===== src/rtl/fpu_mul_pkg.sv =====
// Shared constants for the floating-point multiply unit: FSM state codes,
// rounding-mode encodings and exponent bias/limit helpers.
package fpu_mul_pkg;

  localparam logic [2:0] S_IDLE  = 3'd0;
  localparam logic [2:0] S_LOAD  = 3'd1;
  localparam logic [2:0] S_MULT  = 3'd2;
  localparam logic [2:0] S_NORM  = 3'd3;
  localparam logic [2:0] S_ROUND = 3'd4;
  localparam logic [2:0] S_DONE  = 3'd5;

  typedef enum logic [1:0] {
    RM_NEAREST_EVEN = 2'b00,
    RM_TOWARD_ZERO  = 2'b01,
    RM_TOWARD_POS   = 2'b10,
    RM_TOWARD_NEG   = 2'b11
  } round_mode_e;

  function automatic int exp_bias(input int ew);
    return (1 << (ew - 1)) - 1;
  endfunction

  // Smallest biased exponent that no longer encodes a finite number.
  function automatic int exp_limit(input int ew);
    return (1 << ew) - 1;
  endfunction

endpackage


===== src/rtl/fpu_mul_if.sv =====
// Requester/unit bundle for the multiply unit: start/ack handshake,
// operands, rounding mode, and the held result with its flags.
interface fpu_mul_if #(parameter int W = 32) ();
  logic         beg_FSM;
  logic         ack_FSM;
  logic [W-1:0] Data_MX;
  logic [W-1:0] Data_MY;
  logic [1:0]   round_mode;
  logic         overflow_flag;
  logic         underflow_flag;
  logic         ready;
  logic [W-1:0] final_result_ieee;

  modport master (
    output beg_FSM, ack_FSM, Data_MX, Data_MY, round_mode,
    input  overflow_flag, underflow_flag, ready, final_result_ieee
  );

  modport slave (
    input  beg_FSM, ack_FSM, Data_MX, Data_MY, round_mode,
    output overflow_flag, underflow_flag, ready, final_result_ieee
  );
endinterface


===== src/rtl/fpu_mul_round.sv =====
// Final stage of the multiplier: guard/sticky rounding, carry renormalisation
// and classification into normal / zero / infinity / quiet NaN.
module fpu_mul_round
  import fpu_mul_pkg::*;
#(
  parameter int W  = 32,
  parameter int EW = 8,
  parameter int SW = 23
) (
  input  logic                 i_sign,
  input  logic                 i_zero,
  input  logic                 i_nan,
  input  logic                 i_inf,
  input  logic [1:0]           i_round_mode,
  input  logic [SW-1:0]        i_mant,
  input  logic                 i_guard,
  input  logic                 i_sticky,
  input  logic signed [EW+1:0] i_exp,
  output logic [W-1:0]         o_result,
  output logic                 o_overflow,
  output logic                 o_underflow
);

  localparam logic signed [EW+1:0] EXP_LIMIT = (EW+2)'(exp_limit(EW));

  logic                 w_inc;
  logic                 w_inexact;
  logic [SW:0]          w_sum;
  logic [SW-1:0]        w_frac;
  logic signed [EW+1:0] w_exp_r;
  logic                 w_ovf;
  logic                 w_unf;

  always_comb begin
    w_inexact = i_guard | i_sticky;
    w_inc     = 1'b0;
    case (round_mode_e'(i_round_mode))
      RM_NEAREST_EVEN: w_inc = i_guard & (i_sticky | i_mant[0]);
      RM_TOWARD_ZERO:  w_inc = 1'b0;
      RM_TOWARD_POS:   w_inc = w_inexact & ~i_sign;
      RM_TOWARD_NEG:   w_inc = w_inexact & i_sign;
      default:         w_inc = 1'b0;
    endcase
  end

  // A carry out of the fraction means 1.11..1 rounded up to 10.0: fraction clears, exponent bumps.
  assign w_sum   = {1'b0, i_mant} + {{SW{1'b0}}, w_inc};
  assign w_exp_r = i_exp + $signed({{(EW+1){1'b0}}, w_sum[SW]});
  assign w_frac  = w_sum[SW] ? '0 : w_sum[SW-1:0];
  assign w_ovf   = !w_exp_r[EW+1] && (w_exp_r >= EXP_LIMIT);
  assign w_unf   = w_exp_r[EW+1] || (w_exp_r == '0);

  always_comb begin
    o_result    = {i_sign, w_exp_r[EW-1:0], w_frac};
    o_overflow  = 1'b0;
    o_underflow = 1'b0;
    if (i_nan) begin
      o_result = {1'b0, {EW{1'b1}}, 1'b1, {(SW-1){1'b0}}};
    end else if (i_inf) begin
      o_result = {i_sign, {EW{1'b1}}, {SW{1'b0}}};
    end else if (i_zero) begin
      o_result = {i_sign, {(W-1){1'b0}}};
    end else if (w_ovf) begin
      o_result   = {i_sign, {EW{1'b1}}, {SW{1'b0}}};
      o_overflow = 1'b1;
    end else if (w_unf) begin
      o_result    = {i_sign, {(W-1){1'b0}}};
      o_underflow = 1'b1;
    end
  end

endmodule


===== src/rtl/fpu_multiplication_function.sv =====
// Multi-cycle IEEE-754 multiplier with begin/ready/acknowledge handshake.
// Define FPU_MUL_SPECIAL_EN to decode infinity/NaN operands.
module fpu_multiplication_function
  import fpu_mul_pkg::*;
#(
  parameter int W  = 32,
  parameter int EW = 8,
  parameter int SW = 23
) (
  input  logic      clk,
  input  logic      rst,
  fpu_mul_if.slave  bus
);

  localparam int PW = 2*SW + 2;
  localparam logic signed [EW+1:0] BIAS    = (EW+2)'(exp_bias(EW));
  localparam logic signed [EW+1:0] EXP_ONE = (EW+2)'(1);

  logic [2:0]           r_state;
  logic [W-1:0]         r_x;
  logic [W-1:0]         r_y;
  logic [1:0]           r_rm;
  logic                 r_sign;
  logic                 r_zero;
  logic                 r_nan;
  logic                 r_inf;
  logic [PW-1:0]        r_prod;
  logic signed [EW+1:0] r_exp_sum;
  logic [SW-1:0]        r_mant;
  logic                 r_guard;
  logic                 r_sticky;
  logic signed [EW+1:0] r_nexp;
  logic [W-1:0]         r_result;
  logic                 r_ovf;
  logic                 r_unf;
  logic                 r_ready;

  logic [EW-1:0] w_ex;
  logic [EW-1:0] w_ey;
  logic [SW-1:0] w_fx;
  logic [SW-1:0] w_fy;
  logic          w_x_zero;
  logic          w_y_zero;
  logic          w_nan;
  logic          w_inf;
  logic [PW-1:0] w_prod;
  logic [W-1:0]  w_result;
  logic          w_ovf;
  logic          w_unf;

  assign w_ex     = r_x[W-2:SW];
  assign w_ey     = r_y[W-2:SW];
  assign w_fx     = r_x[SW-1:0];
  assign w_fy     = r_y[SW-1:0];
  assign w_x_zero = ~|w_ex;
  assign w_y_zero = ~|w_ey;
  assign w_prod   = {{(SW+1){1'b0}}, 1'b1, w_fx} * {{(SW+1){1'b0}}, 1'b1, w_fy};

`ifdef FPU_MUL_SPECIAL_EN
  logic w_x_ones;
  logic w_y_ones;
  assign w_x_ones = &w_ex;
  assign w_y_ones = &w_ey;
  assign w_nan = (w_x_ones & |w_fx) | (w_y_ones & |w_fy)
               | (w_x_ones & w_y_zero) | (w_y_ones & w_x_zero);
  assign w_inf = w_x_ones | w_y_ones;
`else
  assign w_nan = 1'b0;
  assign w_inf = 1'b0;
`endif

  fpu_mul_round #(.W(W), .EW(EW), .SW(SW)) u_round (
    .i_sign       (r_sign),
    .i_zero       (r_zero),
    .i_nan        (r_nan),
    .i_inf        (r_inf),
    .i_round_mode (r_rm),
    .i_mant       (r_mant),
    .i_guard      (r_guard),
    .i_sticky     (r_sticky),
    .i_exp        (r_nexp),
    .o_result     (w_result),
    .o_overflow   (w_ovf),
    .o_underflow  (w_unf)
  );

  always_ff @(posedge clk or negedge rst) begin
    if (!rst) begin
      r_state   <= S_IDLE;
      r_x       <= '0;
      r_y       <= '0;
      r_rm      <= '0;
      r_sign    <= 1'b0;
      r_zero    <= 1'b0;
      r_nan     <= 1'b0;
      r_inf     <= 1'b0;
      r_prod    <= '0;
      r_exp_sum <= '0;
      r_mant    <= '0;
      r_guard   <= 1'b0;
      r_sticky  <= 1'b0;
      r_nexp    <= '0;
      r_result  <= '0;
      r_ovf     <= 1'b0;
      r_unf     <= 1'b0;
      r_ready   <= 1'b0;
    end else begin
      case (r_state)
        S_IDLE: if (bus.beg_FSM) begin
          r_x     <= bus.Data_MX;
          r_y     <= bus.Data_MY;
          r_rm    <= bus.round_mode;
          r_state <= S_LOAD;
        end
        S_LOAD: begin
          r_sign  <= r_x[W-1] ^ r_y[W-1];
          r_zero  <= w_x_zero | w_y_zero;
          r_nan   <= w_nan;
          r_inf   <= w_inf;
          r_state <= S_MULT;
        end
        S_MULT: begin
          r_prod    <= w_prod;
          r_exp_sum <= $signed({2'b00, w_ex}) + $signed({2'b00, w_ey}) - BIAS;
          r_state   <= S_NORM;
        end
        S_NORM: begin
          // Product of two [1,2) significands lies in [1,4); MSB set means shift right one.
          if (r_prod[PW-1]) begin
            r_mant   <= r_prod[PW-2:SW+1];
            r_guard  <= r_prod[SW];
            r_sticky <= |r_prod[SW-1:0];
            r_nexp   <= r_exp_sum + EXP_ONE;
          end else begin
            r_mant   <= r_prod[PW-3:SW];
            r_guard  <= r_prod[SW-1];
            r_sticky <= |r_prod[SW-2:0];
            r_nexp   <= r_exp_sum;
          end
          r_state <= S_ROUND;
        end
        S_ROUND: begin
          r_result <= w_result;
          r_ovf    <= w_ovf;
          r_unf    <= w_unf;
          r_ready  <= 1'b1;
          r_state  <= S_DONE;
        end
        S_DONE: if (bus.ack_FSM) begin
          r_ready <= 1'b0;
          r_state <= S_IDLE;
        end
        default: r_state <= S_IDLE;
      endcase
    end
  end

  assign bus.ready             = r_ready;
  assign bus.final_result_ieee = r_result;
  assign bus.overflow_flag     = r_ovf;
  assign bus.underflow_flag    = r_unf;

endmodule


===== src/flat_wrapper.sv =====
// flat-port wrapper written by rule: the top's interface ports become plain ports
module fpu_multiplication_function_flat import fpu_mul_pkg::*;
#(
  parameter int W  = 32,
  parameter int EW = 8,
  parameter int SW = 23
)
  (clk, rst, bus_beg_FSM, bus_ack_FSM, bus_Data_MX, bus_Data_MY, bus_round_mode, bus_overflow_flag, bus_underflow_flag, bus_ready, bus_final_result_ieee);
  fpu_mul_if #(.W(W)) bus_i ();
  input  logic clk;
  input  logic rst;
  input wire logic [$bits(bus_i.beg_FSM)-1:0] bus_beg_FSM;
  input wire logic [$bits(bus_i.ack_FSM)-1:0] bus_ack_FSM;
  input wire logic [$bits(bus_i.Data_MX)-1:0] bus_Data_MX;
  input wire logic [$bits(bus_i.Data_MY)-1:0] bus_Data_MY;
  input wire logic [$bits(bus_i.round_mode)-1:0] bus_round_mode;
  output wire logic [$bits(bus_i.overflow_flag)-1:0] bus_overflow_flag;
  output wire logic [$bits(bus_i.underflow_flag)-1:0] bus_underflow_flag;
  output wire logic [$bits(bus_i.ready)-1:0] bus_ready;
  output wire logic [$bits(bus_i.final_result_ieee)-1:0] bus_final_result_ieee;
  assign bus_i.beg_FSM = bus_beg_FSM;
  assign bus_i.ack_FSM = bus_ack_FSM;
  assign bus_i.Data_MX = bus_Data_MX;
  assign bus_i.Data_MY = bus_Data_MY;
  assign bus_i.round_mode = bus_round_mode;
  assign bus_overflow_flag = bus_i.overflow_flag;
  assign bus_underflow_flag = bus_i.underflow_flag;
  assign bus_ready = bus_i.ready;
  assign bus_final_result_ieee = bus_i.final_result_ieee;
  fpu_multiplication_function #(.W(W), .EW(EW), .SW(SW)) u_core (.clk(clk), .rst(rst), .bus(bus_i));
endmodule

===== config.mk =====
export PLATFORM = sky130hd
export DESIGN_NAME = fpu_multiplication_function_flat
export DESIGN_NICKNAME = d
export VERILOG_FILES = /design/src/rtl/fpu_mul_pkg.sv /design/src/rtl/fpu_mul_if.sv /design/src/rtl/fpu_mul_round.sv /design/src/rtl/fpu_multiplication_function.sv /design/src/flat_wrapper.sv
export SDC_FILE = /design/constraint.sdc
export NUM_CORES = 2
export LEC_CHECK = 0
export ABC_CLOCK_PERIOD_IN_PS = 8200
export BUFFER_PORTS_ARGS = -buffer_cell sky130_fd_sc_hd__buf_2
export CAP_MARGIN = 15
export CORE_AREA = 5 5 243 245
export DETAILED_ROUTE_END_ITERATION = 12
export DIE_AREA = 0 0 248 250
export PLACE_DENSITY = 0.66
export SETUP_SLACK_MARGIN = 0.4
export SYNTH_ARGS = -nofsm -noshare
export SYNTH_HDL_FRONTEND = slang
export SYNTH_HIERARCHICAL = 1
export SYNTH_SLANG_ARGS = --single-unit
export TNS_END_PERCENT = 1

===== constraint.sdc =====
create_clock -name clk -period 8.2 [get_ports clk]
set_clock_uncertainty 0.15 [all_clocks]
set_input_delay 0.41 -clock clk [delete_from_list [all_inputs] [get_ports clk]]
set_output_delay 0.41 -clock clk [all_outputs]
set_load 0.005 [all_outputs]

==> qor.csv <==
stage,metric,value,unit
status,status,"complete, no violations",
layout,layout_common_cells,"581 x inv_1, 483 x fa_1, 431 x nand2_1",
grt,grt_pass1_wl,124000,um
synth,synthCells,3007,
floorplan,start_util,49.2,%
clocking,cts_made_buffers,17,
setup_path,path_max_fanout,14,
layout,num-nets-final,3859,
synth,synth_flop_cell,dfrtp_1,
routing,vias,20800,
setup_path,required,8.40,ns
routing,ant_nets,0,
place,port_buffers,104,
synth,syn_area,28000,um^2
grt,grt_pass1_vias,22800,
synth,syn_area_per_cell,9.31,um^2
floorplan,die_w,248,um
routing,totalWireLength,76600,um
routing,avgRoutedWirePerCell,19.7,um
synth,synthArstFlopShare,100,%
synth,synth_cell_type_count,74,
clocking,cts_setup_buffers,0,
timing,period_share,92.0,%
routing,viasPerCell,5.35,
place,globalplace.congestion,0.941,
hold_path,min_to,u_core/r_rm[0],
grt,antenna_found_initial,1,
synth,synthTopCellsByArea,"fa_1 35%, dfrtp_1 18%, ha_1 8.6%",
clocking,cts_tree,built,
routing,drt-initial-drc-count,1340,
place,dp_hpwl,61700,um
floorplan,die_y,250,um
synth,yosysTopAreaCell,fa_1,
clocking,root_buffer,clkbuf_16,
floorplan,boundaryPins,105,
setup_path,slowest_stage,dfrtp_1,
layout,seqCellArea,4990,um^2
timing,worstMarginPinSlew,1.14,ns
hold_path,hold_class,input pin to flop,
setup_path,start_kind,flop,
grt,grt.total_usage,25.6,%
setup_path,reg2reg_from,u_core/r_x[18],
clocking,clk_pin_slew_worst_paths,0.09,ns
clocking,cts.sinks,199,
synth,synth_warnings,6,
setup_path,ff2ff_setup_slack,0.66,ns
setup_path,worst-setup-path-type,flop to flop,
clocking,htreeDepth,4,
clocking,clk_latency,0.50,ns
timing,setup-violations-final,0,
timing,tns,0,ns
job,drv_cap,0,
setup_path,cp.arrival,7.74,ns
layout,drive_above_1_share,10.1,%
floorplan,core,56900,um^2
timing,slew_viol_final,0,
grt,grt_max_degree,99,
timing,post-route-min-period,7.54,ns
timing,finalHoldViolCount,0,
synth,ys_ff_latch,199,
setup_path,crit_chain,"buf_4, nand2_1, fa_1, inv_1, fa_1, inv_1, fa_1, fa_1, inv_1, fa_1, fa_1, fa_1, ha_1, a21oi_1, o21bai_1, a221o_1, a221o_1, a41oi_1, o21ai_1, xnor2_1, o21ai_1",
setup_path,ff2ff_path_depth,21,
layout,multiInputGateArea,20300,um^2
routing,post-route-drc-count,0,
timing,rsz0062_at_grt,false,
synth,synth-seq-area-share,17.8,%
hold_path,whs_path_depth,2,
floorplan,dieArea,62000,um^2
floorplan,fp-row-count,88,
clocking,clock_path_buffers,2,
layout,layout_commonest_cell,inv_1,
grt,grt_overflow_total,0,
timing,max_freq,133,MHz
routing,firstDrtPassIters,5,
setup_path,slowest_delay,0.77,ns
setup_path,reg2reg_to,u_core/r_prod[41],
setup_path,cpMostUsedCell,fa_1,
layout,syn_to_final_growth,9.66,%
setup_path,worstSetupEndpointType,flop,
synth,yosysTopAreaCellShare,34.5,%
synth,synth_edf_count,0,
layout,nFillCells,5152,
hold_path,min-delay-start,bus_round_mode[0],
timing,relSlewSlack,24.0,%
## synth_stat cells (54+ instances only)
| cell type | n |
|---|---|
| inv_1 | 581 |
| fa_1 | 483 |
| nand2_1 | 432 |
| and2_1 | 260 |
| dfrtp_1 | 199 |
| ha_1 | 193 |
| clkbuf_1 | 139 |
| o21ai_0 | 108 |
| mux2_2 | 83 |
| nor2_1 | 82 |
| a21oi_1 | 66 |
| xnor2_1 | 54 |
## cells by family after synthesis
kind of cell    count (synthesis)  share of synthesized area [%]
simple gates                  906                           15.6
xor+xnor                       87                           2.72
flops                         199                           17.8
mux                           109                           4.29
compound gates                293                           6.44
buf+inv                       736                           9.97
fa+ha+maj                     676                           43.2
other cells                     1                         0.0134
## registers in the layout, indices dropped and copies added (netlist names), 2 cells and up
name	count
u_core/r_x	32
u_core/r_exp_sum	10
u_core/r_nexp	10
u_core/r_state	3
u_core/bus.final_result_ieee	32
u_core/r_mant	23
u_core/r_rm	2
u_core/r_prod	48
u_core/r_y	32
## cell type report
cell class,instances,share of cell area [%]
multi-input combinational,2076,66.0
sequential,199,16.2
inverter,584,7.15
timing repair buffer,235,5.40
tap,765,3.12
clock buffer,17,1.39
clock inverter,15,0.717
antenna,1,0.00815
## stage by stage
stage               util, %  hold WS [ns]  cells  setup slack (ns)  instance area, um^2
finish                 53.9        0.0399   3892             0.658                30700
global route           53.9        0.0222   3891             0.401                30700
CTS                    53.9        0.0101   3891             0.519                30700
detailed placement     51.8         0.318   3801             0.548                29500
global placement       51.8         0.306   3801             0.683                29500
floorplan                 -       -0.0356   3011              1.34                28000
## timing repair
| item | in CTS | in global routing |
|---|---|---|
| setup endpoints to repair | 0 | 5 |
| hold endpoints to repair | 136 | 0 |
| hold buffers | 58 | 0 |
| resized for setup | 0 | 7 |
## routing by layer
layer | vias to the layer above | part of all wire (%) | global-route usage [%]
met4 | 2 | 4.3 | 10.2
met3 | 172 | 6.1 | 4.34
li1 | 9426 | - | -
met5 | - | 0.013 | 0
met2 | 688 | 49 | 42.3
met1 | 10600 | 41 | 33.7
## worst max-delay path by stage
stage	start	end	slack (ns)	cells after the start
detailed placement	u_core/r_y[0]	u_core/r_prod[45]	0.55	23
CTS	u_core/r_y[0]	u_core/r_prod[45]	0.52	23
global route	u_core/r_y[15]	u_core/r_prod[45]	0.40	20
global placement	u_core/r_y[0]	u_core/r_prod[45]	0.68	23
finish	u_core/r_x[18]	u_core/r_prod[41]	0.66	21
floorplan	u_core/r_x[7]	u_core/r_prod[45]	1.34	25
## critical path, delay by kind of cell (launching register included)
family / cells / cell delay (ns)
adder cells (fa/ha/maj): 8 / 3.98
AO/OA/AOI/OAI: 7 / 1.65
flip-flops: 1 / 0.77
buffers and inverters: 4 / 0.53
XOR/XNOR: 1 / 0.18
AND/OR/NAND/NOR: 1 / 0.12
Power is left out: the tool's default activity adds up to more than one toggle a clock period on the data nets, which glitch-free logic cannot reach.
